==> config.mk <==
export PLATFORM = sky130hd
export DESIGN_NAME = clock_period_meter
export DESIGN_NICKNAME = d
export VERILOG_FILES = /design/src/rtl/clkmeter_pkg.sv /design/src/rtl/clk_sync_edge.sv /design/src/rtl/clock_period_meter.sv
export SDC_FILE = /design/constraint.sdc
export NUM_CORES = 1
export LEC_CHECK = 0
export ABC_AREA = 1
export CORE_MARGIN = 4
export CORE_UTILIZATION = 30
export CTS_CLUSTER_DIAMETER = 200
export DETAILED_ROUTE_END_ITERATION = 7
export DONT_BUFFER_PORTS = 1
export SYNTH_ARGS = -nofsm -noshare
export SYNTH_HDL_FRONTEND = slang
export SYNTH_SLANG_ARGS = --single-unit
==> constraint.sdc <==
create_clock -name input_clock -period 3.8 [get_ports input_clock]
set_clock_uncertainty 0.2 [all_clocks]
set_input_delay 0.76 -clock input_clock [delete_from_list [all_inputs] [get_ports input_clock]]
set_output_delay 0.76 -clock input_clock [all_outputs]
set_load 0.1 [all_outputs]
==> src/rtl/clkmeter_pkg.sv <==
// Shared types and default constants for the clock period meter.
package clkmeter_pkg;

    localparam int DEF_CNT_W       = 25;
    localparam int DEF_EXPECTED    = 16666670;
    localparam int DEF_TOL         = 16;
    localparam int DEF_TIMEOUT     = 33333340;
    localparam int DEF_LOCK_COUNT  = 3;
    localparam int DEF_SYNC_STAGES = 2;
    localparam int LOCK_W          = 3;

    typedef enum logic [1:0] {
        WAIT_FIRST = 2'd0,
        MEASURE    = 2'd1,
        LOST       = 2'd2
    } meter_state_t;

    // Saturating good-period run length; any bad period restarts the run.
    function automatic logic [LOCK_W-1:0] lock_step(
        input logic [LOCK_W-1:0] cnt,
        input logic              good,
        input logic [LOCK_W-1:0] limit
    );
        logic [LOCK_W-1:0] nxt;
        if (!good) begin
            nxt = 3'd0;
        end else if (cnt >= limit) begin
            nxt = limit;
        end else begin
            nxt = cnt + 3'd1;
        end
        return nxt;
    endfunction

endpackage

==> src/rtl/clk_sync_edge.sv <==
// Multi-stage synchronizer for an asynchronous clock with rise/fall strobes.
module clk_sync_edge #(
    parameter int SYNC_STAGES = 2
) (
    input  logic input_clock,
    input  logic reset,
    input  logic async_in,
    output logic rise,
    output logic fall
);

    logic [SYNC_STAGES-1:0] sync_r;
    logic                   prev_r;

    // synchronizer chain plus one cycle of history on its output
    always_ff @(posedge input_clock or posedge reset) begin
        if (reset) begin
            sync_r <= {SYNC_STAGES{1'b0}};
            prev_r <= 1'b0;
        end else begin
            sync_r <= {sync_r[SYNC_STAGES-2:0], async_in};
            prev_r <= sync_r[SYNC_STAGES-1];
        end
    end

    assign rise = sync_r[SYNC_STAGES-1] & ~prev_r;
    assign fall = ~sync_r[SYNC_STAGES-1] & prev_r;

endmodule

==> src/rtl/clock_period_meter.sv <==
// Period/lock/timeout monitor for a slow asynchronous clock.
// Define CLKMETER_DUTY_EN to add the high_time output.
module clock_period_meter
    import clkmeter_pkg::*;
#(
    parameter int CNT_W       = DEF_CNT_W,
    parameter int EXPECTED    = DEF_EXPECTED,
    parameter int TOL         = DEF_TOL,
    parameter int TIMEOUT     = DEF_TIMEOUT,
    parameter int LOCK_COUNT  = DEF_LOCK_COUNT,
    parameter int SYNC_STAGES = DEF_SYNC_STAGES
) (
    input  logic             input_clock,
    input  logic             reset,
    input  logic             measured_clock,
    output logic [CNT_W-1:0] period,
`ifdef CLKMETER_DUTY_EN
    output logic [CNT_W-1:0] high_time,
`endif
    output logic             period_valid,
    output logic             in_range,
    output logic             locked,
    output logic             timeout_flag
);

    localparam logic [CNT_W-1:0]        CNT_ZERO     = {CNT_W{1'b0}};
    localparam logic [CNT_W-1:0]        CNT_ONE      = {{(CNT_W-1){1'b0}}, 1'b1};
    localparam logic [CNT_W-1:0]        TIMEOUT_LAST = CNT_W'(TIMEOUT - 1);
    localparam logic signed [CNT_W:0]   EXP_S        = (CNT_W+1)'(EXPECTED);
    localparam logic [CNT_W:0]          TOL_U        = (CNT_W+1)'(TOL);
    localparam logic [LOCK_W-1:0]       LOCK_MAX     = LOCK_W'(LOCK_COUNT);

    meter_state_t          state_r;
    logic [CNT_W-1:0]      cnt_r;
    logic [LOCK_W-1:0]     lock_cnt_r;
    logic                  rise_s;
    logic                  fall_s;
    logic [CNT_W-1:0]      cnt_inc_s;
    logic signed [CNT_W:0] diff_s;
    logic [CNT_W:0]        abs_diff_s;
    logic                  good_s;
    logic [LOCK_W-1:0]     lock_next_s;

    clk_sync_edge #(
        .SYNC_STAGES(SYNC_STAGES)
    ) u_sync (
        .input_clock(input_clock),
        .reset      (reset),
        .async_in   (measured_clock),
        .rise       (rise_s),
        .fall       (fall_s)
    );

    // candidate period and its distance from nominal, one bit wider for sign
    always_comb begin
        cnt_inc_s = cnt_r + CNT_ONE;
        diff_s    = $signed({1'b0, cnt_inc_s}) - EXP_S;
        if (diff_s[CNT_W]) begin
            abs_diff_s = $unsigned(-diff_s);
        end else begin
            abs_diff_s = $unsigned(diff_s);
        end
        good_s      = (abs_diff_s <= TOL_U);
        lock_next_s = lock_step(lock_cnt_r, good_s, LOCK_MAX);
    end

    // measurement FSM; a rise always beats the timeout threshold
    always_ff @(posedge input_clock or posedge reset) begin
        if (reset) begin
            state_r      <= WAIT_FIRST;
            cnt_r        <= CNT_ZERO;
            lock_cnt_r   <= 3'd0;
            period       <= CNT_ZERO;
            period_valid <= 1'b0;
            in_range     <= 1'b0;
            locked       <= 1'b0;
            timeout_flag <= 1'b0;
        end else begin
            period_valid <= 1'b0;
            case (state_r)
                WAIT_FIRST: begin
                    cnt_r <= CNT_ZERO;
                    if (rise_s) begin
                        state_r <= MEASURE;
                    end
                end
                MEASURE: begin
                    if (rise_s) begin
                        period       <= cnt_inc_s;
                        period_valid <= 1'b1;
                        in_range     <= good_s;
                        lock_cnt_r   <= lock_next_s;
                        locked       <= (lock_next_s == LOCK_MAX);
                        cnt_r        <= CNT_ZERO;
                    end else if (cnt_r == TIMEOUT_LAST) begin
                        state_r      <= LOST;
                        timeout_flag <= 1'b1;
                        in_range     <= 1'b0;
                        locked       <= 1'b0;
                        lock_cnt_r   <= 3'd0;
                    end else begin
                        cnt_r <= cnt_inc_s;
                    end
                end
                LOST: begin
                    if (rise_s) begin
                        state_r      <= MEASURE;
                        cnt_r        <= CNT_ZERO;
                        timeout_flag <= 1'b0;
                    end
                end
                default: begin
                    state_r <= WAIT_FIRST;
                    cnt_r   <= CNT_ZERO;
                end
            endcase
        end
    end

`ifdef CLKMETER_DUTY_EN
    logic [CNT_W-1:0] high_len_r;
    logic             fall_seen_r;

    // capture the first fall after each rise; no fall means high for the whole period
    always_ff @(posedge input_clock or posedge reset) begin
        if (reset) begin
            high_time   <= CNT_ZERO;
            high_len_r  <= CNT_ZERO;
            fall_seen_r <= 1'b0;
        end else begin
            case (state_r)
                MEASURE: begin
                    if (rise_s) begin
                        high_time   <= fall_seen_r ? high_len_r : cnt_inc_s;
                        fall_seen_r <= 1'b0;
                    end else if (cnt_r == TIMEOUT_LAST) begin
                        high_time   <= CNT_ZERO;
                        fall_seen_r <= 1'b0;
                    end else if (fall_s && !fall_seen_r) begin
                        high_len_r  <= cnt_inc_s;
                        fall_seen_r <= 1'b1;
                    end
                end
                default: begin
                    high_time   <= CNT_ZERO;
                    fall_seen_r <= 1'b0;
                end
            endcase
        end
    end
`else
    logic unused_fall_s;
    assign unused_fall_s = fall_s;
`endif

endmodule

==> run summary, run 1 <==
crit path max fanout: 28
Routed Antenna Nets: 0
Fin Hold WS: 0.09531 ns
final hold violation count: 0
leak pwr: 2.890 nW
Die H: 136.3 um
Max Fclk: 280.3 MHz
min Tclk post-route: 3.567 ns
Hold/Removal Path Class: in2async
# H-tree levels: 3
vias in the first global route: 4,574
clock tree root driver cell: clkbuf_16
HPWL reported at the end of detailed placement: 10.78 mm
Placed Area: 5248 um2
Setup Crit Path Kind: reg2reg
max_cap viols: 0
Die X: 136.3 um
area grow syn2layout: 13.95%
# hold bufs at CTS: 0
Initial Utilization: 30.88%
Placer Congestion: 0.9165
commonest non-fill, non-tap cell in the layout: nand2_1
routed len/inst: 13.86 um
ys flop type: dfrtp_1
fin. max-slew vios: 0
TritonCTS clock tree: yes
ant diodes: 0
relative slew slack: 38.16%
Buffers on Ports: 0
drc violations: 0
most frequent cells in the layout: nand2_1, inv_1, nand3_1
crit start category: register
Max rail drop VDD: 0.3750 mV
Ys Warns: 0
# fillers: 1,764
Cells after Synth: 756
period utilization: 93.87%
antenna violations before repair: 0
Mapped Avg Cell Area: 6.536 um2
total grt overflow: 0
synth unique cells: 38
clk buf depth: 2
clock sinks: 62
total number of vias: 4,814
First-pass DRT Iterations: 4
Rows: 46
Num CTS Buffers: 9
Layout Cells excl Fill: 992
core area: 16,000 um2
largest net degree at the start of global routing: 52
layout cells sized above 1: 16.37%
total track usage: 15.51%
IO Pins: 32
Worst-path clk slew: 0.06 ns
DIE AREA: 18,590 um2
Synth async-reset ratio: 100.0%
pre-CTS setup slack: 0.03332 ns
status: finished, final reports clean
vias per cell: 4.853
first-pass GRT wire length: 22.94 mm
drt initial violations: 280
EDFF count, synth: 0
total power: 0.002081 W
Cell Count Post-Placement: 974
post-route design area: 5630 um2
final wirelength: 13.75 mm
Arr. time, crit path: 3.63 ns
cell area after synthesis: 4941 um2
CP required: 3.86 ns
Power per Cell Area: 369.7 nW/um2
Syn Nets: 765
nets: 781
Clock Latency Late Sink: 0.33 ns
Yosys reg bits: 62
slew at the pin closest to its max-slew limit: 0.9276 ns
fin worst setup slack: 0.2328 ns
CP Capture Type: register
Setup-failing EPs final: 0
sequential area share after synthesis: 31.40%
==> state kept, by name, indices dropped and copies added, names as in the netlist, 2 cells and up <==
| signal | flops |
|---|---|
| cnt_r | 25 |
| period | 25 |
| lock_cnt_r | 3 |
| state_r | 2 |
| u_sync.sync_r | 2 |
==> metal layers <==
| layer | vias to the layer above | track usage (%) | share of wire (%) |
|---|---|---|---|
| li1 | 2476 | - | - |
| met1 | 2208 | 21.99 | 51 |
| met2 | 108 | 23.58 | 42 |
| met3 | 22 | 3.516 | 5.0 |
| met4 | 0 | 4.535 | 2.1 |
| met5 | - | 0 | 0 |
==> cell usage after synthesis (all sizes together), types with 3 or more instances <==
cell type  instances  area, um2
nand4             18      112.6
o22ai             22      137.6
dfrtp             62       1551
a21oi              4      27.53
o21ai             49      264.0
buf                3      31.27
nand2            291       1217
xor2               4      35.03
nor3               4      20.02
ha                 6      75.07
nand3             91      500.5
clkbuf             8      30.03
nor2              88      493.0
inv               93      354.1
==> where the power goes <==
part	switching (W)	total [W]	leakage, nW	internal (W)
clock	0.000285	0.000757	0.133	0.000472
combinational	0.000279	0.000447	1.92	0.000168
sequential	0.000181	0.000877	0.841	0.000696
==> layout make-up <==
class                   instances  area (um2)  area share (%)
multi-input cells             588        3048           54.13
well taps                     216       270.3           4.800
inverters                      95       369.1           6.556
repair buffers                 16       120.1           2.133
clock buffers                  14       264.0           4.689
flip-flops and latches         62        1554           27.60
clock inverters                 1       5.005         0.08889
==> cell families after synthesis <==
logic type / after synthesis / share of synthesized area, %
compound gates: 77 / 9.015
xor+xnor: 6 / 1.064
fa+ha+maj: 6 / 1.519
buf+inv: 106 / 8.559
flops: 62 / 31.40
simple gates: 499 / 48.44
==> final timing paths <==
check | to | cells past startpoint | slack, ns | from
worst max-delay path | locked | 25 | 0.23 | cnt_r[0]
worst min-delay path | period[15] | 1 | 0.1 | reset
min in group input_clock | u_sync.sync_r[1] | 0 | 0.15 | u_sync.sync_r[0]
max in group asynchronous | cnt_r[1] | 2 | 2.61 | reset
worst max register to register | locked | 25 | 0.23 | cnt_r[0]
worst min register to register | u_sync.sync_r[1] | 0 | 0.15 | u_sync.sync_r[0]
==> stage by stage <==
step,TNS (ns),util (%)
3_3_place_gp,0,32.80
3_5_place_dp,0,32.80
4_1_cts,0,34.48
2_1_floorplan,0,-
6_report,0,35.19
5_1_grt,-0.01726,35.19
==> timing repair <==
action / in CTS / in global routing
endpoints found under the setup margin: 0 / 5
resized for setup: 0 / 23
setup buffers: 0 / 3
==> critical path, stage by stage (launching register included) <==
cell      delay (ns)
dfrtp_2         0.44
ha_4            0.19
inv_1           0.07
nand2_1         0.09
nand2_1         0.10
inv_1           0.07
ha_4            0.17
nand3_4         0.12
a21oi_2         0.08
nor2_4          0.14
nand2_2         0.10
nand2_2         0.10
nand2_4         0.09
nand2_4         0.13
nand2_8         0.13
inv_12          0.17
o21ai_1         0.10
o21ai_2         0.06
nand3_1         0.09
nand2_1         0.17
clkinv_1        0.09
nor2_1          0.08
nand3_1         0.12
nor2_4          0.16
nand3_2         0.08
o21ai_1         0.15
(Power assumes the default switching activity.)
==> inputs of run 2 (changes only) <==
--- a/config.mk
+++ b/config.mk
@@ -8,9 +8,9 @@
 export ABC_AREA = 1
 export CORE_MARGIN = 4
 export CORE_UTILIZATION = 30
-export CTS_CLUSTER_DIAMETER = 200
 export DETAILED_ROUTE_END_ITERATION = 7
 export DONT_BUFFER_PORTS = 1
+export GPL_ROUTABILITY_DRIVEN = 0
 export SYNTH_ARGS = -nofsm -noshare
 export SYNTH_HDL_FRONTEND = slang
 export SYNTH_SLANG_ARGS = --single-unit
==> results of run 2 <==
No change in the layout: final DEF, timing and power equal those of run 1.
==> inputs of run 3 (changes only) <==
--- a/config.mk
+++ b/config.mk
@@ -6,6 +6,8 @@
 export NUM_CORES = 1
 export LEC_CHECK = 0
 export ABC_AREA = 1
+export CAP_MARGIN = 25
+export CORE_ASPECT_RATIO = 0.7
 export CORE_MARGIN = 4
 export CORE_UTILIZATION = 30
 export DETAILED_ROUTE_END_ITERATION = 7
==> run 3 against run 2 <==
Compared with the run above:
- first-iteration DRC count up 96%
- critical endpoint unchanged
- flip-flop and latch count is the same
- highest routed layer unchanged
- register-to-register slack got worse by 0.02 ns
- largest cell class unchanged
==> run summary, run 3 (synthesis results as in run 1) <==
R2R cell count: 26 (+4.0%)
total track usage: 15.85% (+0.34 points)
Max Fclk: 278.4 MHz (-0.67%)
# hold bufs at CTS: 0 (unchanged)
Initial Utilization: 31.21% (+0.33 points)
first-pass GRT wire length: 23.17 mm (+0.99%)
slew at the pin closest to its max-slew limit: 0.9651 ns (+0.03754 ns)
routed len/inst: 14.65 um (+5.7%)
most frequent cells in the layout: nand2_1, inv_1, nand3_1
min Tclk post-route: 3.591 ns (+0.02419 ns)
Clock Latency Late Sink: 0.34 ns (about the same)
Crit. Startpoint: cnt_r[1]
met2 global-route usage: 20.92% (-2.7 points)
First-pass DRT Iterations: 5 (+1)
total number of vias: 4,855 (+0.85%)
worst reg2reg startpoint: cnt_r[1]
Fin Hold WS: 0.1365 ns (+0.04120 ns)
DIE AREA: 18,620 um2 (+0.18%)
Critical Path End: locked
leak pwr: 2.911 nW (+0.73%)
antenna violations before repair: 0 (unchanged)
Layout Cells excl Fill: 999 (+0.71%)
top flop regs: cnt_r x25, period x25, lock_cnt_r x3
IO Pins: 32 (unchanged)
clock sinks: 62 (unchanged)
final setup TNS: 0 ns (unchanged)
met3 Use GR: 5.374% (+1.9 points)
Num CTS Buffers: 9 (unchanged)
commonest non-fill, non-tap cell in the layout: nand2_1
Worst-path clk slew: 0.06 ns (about the same)
CP required: 3.87 ns (about the same)
final wirelength: 14.63 mm (+6.5%)
drt initial violations: 549 (+96%)
ant diodes: 0 (unchanged)
Setup-failing EPs final: 0 (unchanged)
status: finished, final reports clean
# H-tree levels: 3 (unchanged)
Hold/Removal Path Class: in2async
layout cells sized above 1: 18.23% (+1.9 points)
Cell Count Post-Placement: 979 (+0.51%)
pre-CTS setup slack: 0.01180 ns (-0.02153 ns)
reg2reg setup slack: 0.21 ns (-0.02 ns)
Die X: 161.4 um (+18%)
CP Capture Type: register
largest net degree at the start of global routing: 52 (unchanged)
# fillers: 1,712 (-2.9%)
Die H: 115.4 um (-15%)
clk buf depth: 2 (unchanged)
Max rail drop VDD: 0.2083 mV (-44%)
crit start category: register
vias in the first global route: 4,330 (-5.3%)
r2r endpoint: locked
area grow syn2layout: 15.32%
Power per Cell Area: 373.1 nW/um2 (+0.92%)
met1 GRT Util: 24.64% (+2.7 points)
fin. max-slew vios: 0 (unchanged)
vias per cell: 4.860 (+0.15%)
total grt overflow: 0 (unchanged)
clock tree root driver cell: clkbuf_16
max_cap viols: 0 (unchanged)
TritonCTS clock tree: yes
drc violations: 0 (unchanged)
fin worst setup slack: 0.2086 ns (-0.02419 ns)
period utilization: 94.51% (+0.64 points)
Rows: 38 (-17%)
Buffers on Ports: 0 (unchanged)
gr busiest metal: met1
final hold violation count: 0 (unchanged)
HPWL reported at the end of detailed placement: 11.31 mm (+4.9%)
crit path max fanout: 5 (-82%)
core area: 15,830 um2 (-1.0%)
Routed Antenna Nets: 0 (unchanged)
relative slew slack: 35.66% (-2.5 points)
Arr. time, crit path: 3.66 ns (+0.03 ns)
Setup Crit Path Kind: reg2reg
nets: 783 (+0.26%)
-- run 3: layout make-up --
class	instances	area [um2]	area share, %
multi-input cells	588	3082	54.08
clock inverters	7	57.56	1.010
flip-flops and latches	62	1554	27.27
inverters	95	369.1	6.478
clock buffers	9	225.2	3.953
well taps	220	275.3	4.831
repair buffers	18	135.1	2.372
-- run 3: critical path, cell delays in order (launching register included) --
cell	delay, ns
dfrtp_2	0.45
ha_4	0.20
inv_1	0.09
nand2_1	0.11
nand2_2	0.09
inv_1	0.07
ha_4	0.23
nor2_2	0.10
a21boi_4	0.20
nand2_1	0.10
nor2_4	0.14
nand3_2	0.13
inv_2	0.06
nand2_1	0.07
nor2_2	0.15
nand2_2	0.10
nor2_1	0.11
nand2_1	0.08
nand2_2	0.08
nand2_1	0.05
nand2_1	0.08
nand2_1	0.05
nor2_1	0.11
nand3_2	0.10
nor2_4	0.15
nand3_2	0.09
o21ai_1	0.14
-- run 3: timing repair --
item                                    in CTS  in global routing
pin swaps                                    0                  8
endpoints found under the setup margin       1                  5
gates resized for setup                      1                 32
setup buffers                                0                  4
-- run 3: layer usage --
metal | routed length [um] | share of wire [%] | up-vias
met3 | 1358 | 9.3 | 14
met2 | 5540 | 38 | 171
met5 | 0 | 0 | -
met4 | 133 | 0.91 | 0
met1 | 7600 | 52 | 2196
li1 | - | - | 2474
-- run 3: per-stage QoR --
stage	power (W)	utilization [%]	instance area (um2)
after floorplan	0.001154	-	4941
after global placement	0.001253	33.22	5260
after detailed placement	0.001256	33.22	5260
after CTS	0.002057	35.02	5545
after global routing	0.002226	35.99	5698
final	0.002126	35.99	5698
-- run 3: how the worst min path moves through the flow --
stage | startpoint | endpoint | slack, ns
floorplan | u_sync.sync_r[0] | u_sync.sync_r[1] | 0.13
global placement | u_sync.sync_r[0] | u_sync.sync_r[1] | 0.13
detailed placement | u_sync.sync_r[0] | u_sync.sync_r[1] | 0.14
CTS | reset | period[7] | 0.16
global route | u_sync.sync_r[0] | u_sync.sync_r[1] | 0.17
finish | reset | period[7] | 0.14
-- run 3: power breakdown --
part | switching [W] | internal, W
sequential | 0.000184 | 0.000696
combinational | 0.000282 | 0.000168
clock | 0.000346 | 0.000449
